$ cat config.mk
export PLATFORM = sky130hd
export DESIGN_NAME = serial_fulladd_unit
export DESIGN_NICKNAME = d
export VERILOG_FILES = /design/src/rtl/serial_fulladd_unit.sv
export SDC_FILE = /design/constraint.sdc
export NUM_CORES = 1
export LEC_CHECK = 0
export ABC_AREA = 1
export BUFFER_PORTS_ARGS = -buffer_cell sky130_fd_sc_hd__buf_2
export CORE_ASPECT_RATIO = 1.4
export CORE_UTILIZATION = 57
export CTS_CLUSTER_DIAMETER = 100
export DETAILED_ROUTE_END_ITERATION = 7
export GPL_ROUTABILITY_DRIVEN = 1
export PLACE_DENSITY = 0.83
export SYNTH_ARGS = -nofsm -noshare
export SYNTH_HDL_FRONTEND = slang
export SYNTH_SLANG_ARGS = --single-unit
$ cat constraint.sdc
create_clock -name clk -period 3.17 [get_ports clk]
set_input_delay 0.1585 -clock clk [delete_from_list [all_inputs] [get_ports clk]]
set_output_delay 0.1585 -clock clk [all_outputs]
set_load 0.01 [all_outputs]
$ cat src/rtl/serial_fulladd_unit.sv
// Bit-serial WIDTH-bit adder: one full-adder cell and a carry flip-flop, LSB first, one bit per clock.
// Start/busy/done handshake; sum and cout hold the last result until the next accepted start.
module serial_fulladd_unit #(
    parameter int WIDTH = 8
) (
    input  logic             clk,
    input  logic             rst_n,
    input  logic             start,
    input  logic [WIDTH-1:0] a,
    input  logic [WIDTH-1:0] b,
    input  logic             cin,
    output logic             busy,
    output logic             done,
    output logic [WIDTH-1:0] sum,
    output logic             cout
);

    localparam int CW = $clog2(WIDTH) + 1;

    typedef enum logic [1:0] {
        IDLE  = 2'd0,
        SHIFT = 2'd1,
        DONE  = 2'd2
    } state_t;

    state_t           state;
    state_t           state_nxt;
    logic [WIDTH-1:0] ra;
    logic [WIDTH-1:0] rb;
    logic [WIDTH-1:0] sr;
    logic             c;
    logic [CW-1:0]    cnt;
    logic             s;
    logic             c_nxt;
    logic             last_bit;

    assign last_bit = (cnt == CW'(WIDTH - 1));

    always_ff @(posedge clk) begin
        if (!rst_n) begin
            state <= IDLE;
        end else begin
            state <= state_nxt;
        end
    end

    always_comb begin
        state_nxt = state;
        case (state)
            IDLE:    if (start) state_nxt = SHIFT;
            SHIFT:   if (last_bit) state_nxt = DONE;
            DONE:    state_nxt = IDLE;
            default: state_nxt = IDLE;
        endcase
    end

    always_comb begin
        busy = 1'b0;
        done = 1'b0;
        case (state)
            SHIFT: busy = 1'b1;
            DONE: begin
                busy = 1'b1;
                done = 1'b1;
            end
            default: ;
        endcase
    end

    // The single full-adder cell working on the current LSBs.
    always_comb begin
        s     = ra[0] ^ rb[0] ^ c;
        c_nxt = (ra[0] & rb[0]) | (ra[0] & c) | (rb[0] & c);
    end

    // Sum bits enter at the MSB, so after WIDTH shifts bit 0 lands in sr[0].
    always_ff @(posedge clk) begin
        if (!rst_n) begin
            ra  <= '0;
            rb  <= '0;
            sr  <= '0;
            c   <= 1'b0;
            cnt <= '0;
        end else begin
            case (state)
                IDLE: begin
                    if (start) begin
                        ra  <= a;
                        rb  <= b;
                        c   <= cin;
                        cnt <= '0;
                    end
                end
                SHIFT: begin
                    ra  <= {1'b0, ra[WIDTH-1:1]};
                    rb  <= {1'b0, rb[WIDTH-1:1]};
                    sr  <= {s, sr[WIDTH-1:1]};
                    c   <= c_nxt;
                    cnt <= cnt + 1'b1;
                end
                default: ;
            endcase
        end
    end

    assign sum  = sr;
    assign cout = c;

endmodule

# == Yosys cells after proc, flatten, opt, wreduce, memory -nomap -nowiden ==
# Cells that the tools add are included.
# word_totals
in_bits,20
output_inout_bits,11
word_cells,37
ff_bits,31
# classes
n_reduce_logical,5
add_sub_neg,1
bitwise,7
eq_ne,5
muxes,13
# ops
cell,count
$pmux 8 s2,2
$mux 8,2
$pmux 4 s2,1
$add 4x1->4 const B,1
$eq 4x3->1 const B,1
$mux 2,2
$mux 4,1
$ne 2x2->1 const B,2
$pmux 2 s2,1
$reduce_and 2->1,2
$and 1x1->1,3
$mux 1,3
$eq 2x1->1 const B,1
$eq 2x2->1 const B,1
$logic_not 2->1,1
$or 1x1->1,2
$pmux 1 s2,1
$reduce_bool 2->1,1
$reduce_or 2->1,1
$xor 1x1->1,2

# == Depth between registers and ports, before layout ==
# depth
ltp_word,4
depth_mapped,9
mapped_depth_nobuf,8

# == Least setup slack after synthesis ==
# Ideal clock, no wire load.
# synth_path
path_type,reg2reg
startpoint,register state[1]
endpoint,register c (netlist: cout)
setup_slack_ns,1.809
path_stages_with_launch,8
arrival_ns,1.296
t_required_ns,3.105
setup_ns,0.065
cell_sequence,dfxtp_1 inv_1 ha_1 buf_6 o21ai_2 buf_8 nor2_1 nor2_1
# synth_between
elab_chain_cells,3
elab_cells_between_ends,6
cone_classes,2 x eq/ne; 1 x mux; 3 x reduce/logical
# synth_rtl
item,line_no,text
from (decl),26,state_t state;
from (signal assigned),43,state <= state_nxt;
$eq 2x1->1 or $logic_not 2->1 (tied branches),85,case (state)
$reduce_bool 2->1 (no line) or $ne 2x2->1 (tied branches),--,
$reduce_and 2->1 (no line),--,
to (signal assigned),90,c <= cin;
to (signal assigned),98,c <= c_nxt;
to (decl),31,logic c;
# Several ways; a longest one is shown, not always the timed one.
# A chain may end at the register's enable or synchronous reset.

# == Worst setup path in the final report ==
# layout_path
startpoint,register state[1]
endpoint,register cnt[3]
# layout_between
elab_chain_cells,3
elab_cells_between_ends,6
cone_classes,2 x eq/ne; 1 x mux; 3 x reduce/logical
# layout_rtl
item,line_no,text
$eq 2x1->1 or $logic_not 2->1 (tied branches),85,
$reduce_bool 2->1 (no line) or $ne 2x2->1 (tied branches),--,
$reduce_and 2->1 (no line),--,
to (signal assigned),99,cnt <= cnt + 1'b1;
to (decl),32,logic [CW-1:0] cnt;
# Several ways; a longest one is shown, not always the timed one.

==> impl_metrics.csv <==
group,metric,value,unit
run_status,status,"finished clean",
floorplanning,die_y,61.45,um
pwr,ir_drop,0.6059,mV
layout,multi_input_area,715.7,sq um
floorplanning,die_area,2732,sq um
routing,dr.pass1.iters,4,
clock_network,clock_latency,0.32,ns
grt,grt_max_degree,29,
routing,wl_per_cell,10.34,um
setup_path,start_kind,"flop",
routing,drt-initial-drc-count,50,
setup_path,cp-end-kind,"flop",
setup_path,arrival,2.51,ns
synth,synth_warnings,0,
synth,ys_seq_area_frac,0.4313,
timing,finalCritPeriodShare,0.7201,
clock_network,ctsHoldBuffers,0,
timing,setup_ws,0.8873,ns
routing,vias,1342,
layout,antenna_cells,0,
timing,finalHoldViolations,0,
synth,yosys_register_bits,31,
setup_path,r2r_slack,0.89,ns
layout,fillerInstances,254,
floorplanning,pin_count,31,
clock_network,cts_resized,0,
timing,fin_crit,2.283,ns
floorplanning,die_x,44.47,um
clock_network,clk_path_buf_depth,2,
timing,holdWs,0.09248,ns
placement,place_ws,0.9001,ns
timing,fin_skew,0.009186,ns
layout,fin_area,1630,sq um
routing,drt-total-wl,2802,um
run,maxCapViolCount,0,
setup_path,required,3.40,ns
pwr,powerDensity,936.6,nW/um^2
clock_network,cts_setup_buffers,0,
synth,postSynthAreaPerCell,6.885,sq um
synth,syn-cell-area,1439,sq um
grt,grt_pass1_wl,4664,um
timing,worst_slew_pin_slew,0.9699,ns
floorplanning,design.core.area,2391,sq um
floorplanning,initial_core_util,0.6018,
min_path,hold_path.class,"primary input to flop",
timing,maxSlewHeadroom,0.3534,
synth,synth_cell_types,18,
timing,fmax,438.1,MHz
grt,grt_usage,0.2360,
timing,slew_violations,0,
clock_network,clk_pin_slew,0.10,ns
grt,grt_antenna_before_repair,0,
placement,dpl_cell_area,1574,sq um
clock_network,cts-root-buf,"clkbuf_4",
clock_network,cts_tree,"built",
floorplanning,std_cell_rows,21,
placement,place_hpwl,1795,um
layout,regArea,620.6,sq um
timing,tns,0,ns
placement,portBuffers,30,
layout,nNetsFinal,263,
timing,rsz0062_at_grt,"false",
routing,vias_per_cell,4.952,
pwr,p_total,0.001527,W
layout,drive_above_1_share,0.1772,
grt,overflow,0,
grt,first_global_vias,1113,
setup_path,path_class,"flop to flop",
routing,ant_nets,0,
pwr,p_leak,0.8310,nW
synth,synthesis.nets,235,
layout,area_growth,13.30,%
clock_network,cts_sinks,31,
placement,routabilityCongestion,0.7591,
synth,synth_cells,209,
timing,finalSetupViolCount,0,
routing,drc_errors,0,
clock_network,cts_max_level,2,
setup_path,cp_max_fo,28,
clock_network,cts_buffers,5,
[routing by layer]
| layer | track usage | share of wire |
|---|---|---|
| met1 | 0.3059 | 0.50 |
| met2 | 0.3571 | 0.46 |
| met3 | 0.07918 | 0.029 |
| met4 | 0.1039 | 0.015 |
| met5 | 0 | 0 |
[cells in the final DEF (no fill, tap or decap), drive strengths merged]
master   n
nand2   59
nor2    51
dfxtp   31
buf     31
o21ai   25
inv     10
nand3    9
a21oi    8
clkbuf   6
ha       5
fa       1
clkinv   1
[final timing paths]
kind | start | endpoint | cells past startpoint
setup / recovery | state[1] | cnt[3] | 7
hold / removal | b[7] | rb[7] | 3
setup reg to reg | state[1] | cnt[3] | 7
hold reg to reg | ra[7] | ra[7] | 2
[through the flow]
step,instances,utilization
floorplan,209,-
global placement,264,0.6583
detailed placement,264,0.6583
CTS,271,0.6818
global route,271,0.6818
finish,271,0.6818
[worst max-delay path, cell delays in order, from the launching register on]
cell	delay, ns
dfxtp_1	0.33
inv_1	0.10
ha_1	0.81
inv_2	0.08
o21ai_2	0.58
nand3_1	0.14
nand2_1	0.09
nor2_1	0.04
[logic make-up after synthesis]
family          Yosys count  synth area share
buf+inv                  20           0.07129
simple gates            119            0.3200
compound gates           33            0.1200
flops                    31            0.4313
fa+ha+maj                 6           0.05739
[power breakdown]
group | internal (W) | switching [W] | total [W]
clock | 0.000103 | 0.000128 | 0.000230
sequential | 0.000544 | 0.0000890 | 0.000633
combinational | 0.000229 | 0.000436 | 0.000664
[sequential cells by signal, summed over array words and instances, names as in the netlist]
| register | count |
|---|---|
| cnt | 4 |
| cout | 1 |
| ra | 8 |
| rb | 8 |
| state | 2 |
| sum | 8 |
[Yosys cell counts (all sizes together)]
cell type  instances  share of area
clkbuf             4          0.011
dfxtp             31           0.43
ha                 5          0.043
buf                6          0.034
a21oi              8          0.028
fa                 1          0.014
nor2              51           0.13
nand3              9          0.031
nand2             59           0.16
inv               10          0.026
o21ai             25          0.092
[final cells by class]
cell class,instances,share of cell area
Sequential cell,31,0.3807
Clock buffer,6,0.03147
Clock inverter,1,0.003070
Tap cell,34,0.02609
Multi-Input combinational cell,158,0.4390
Timing Repair Buffer,31,0.09670
Inverter,10,0.02302
Power figures use the tool's default switching activity.
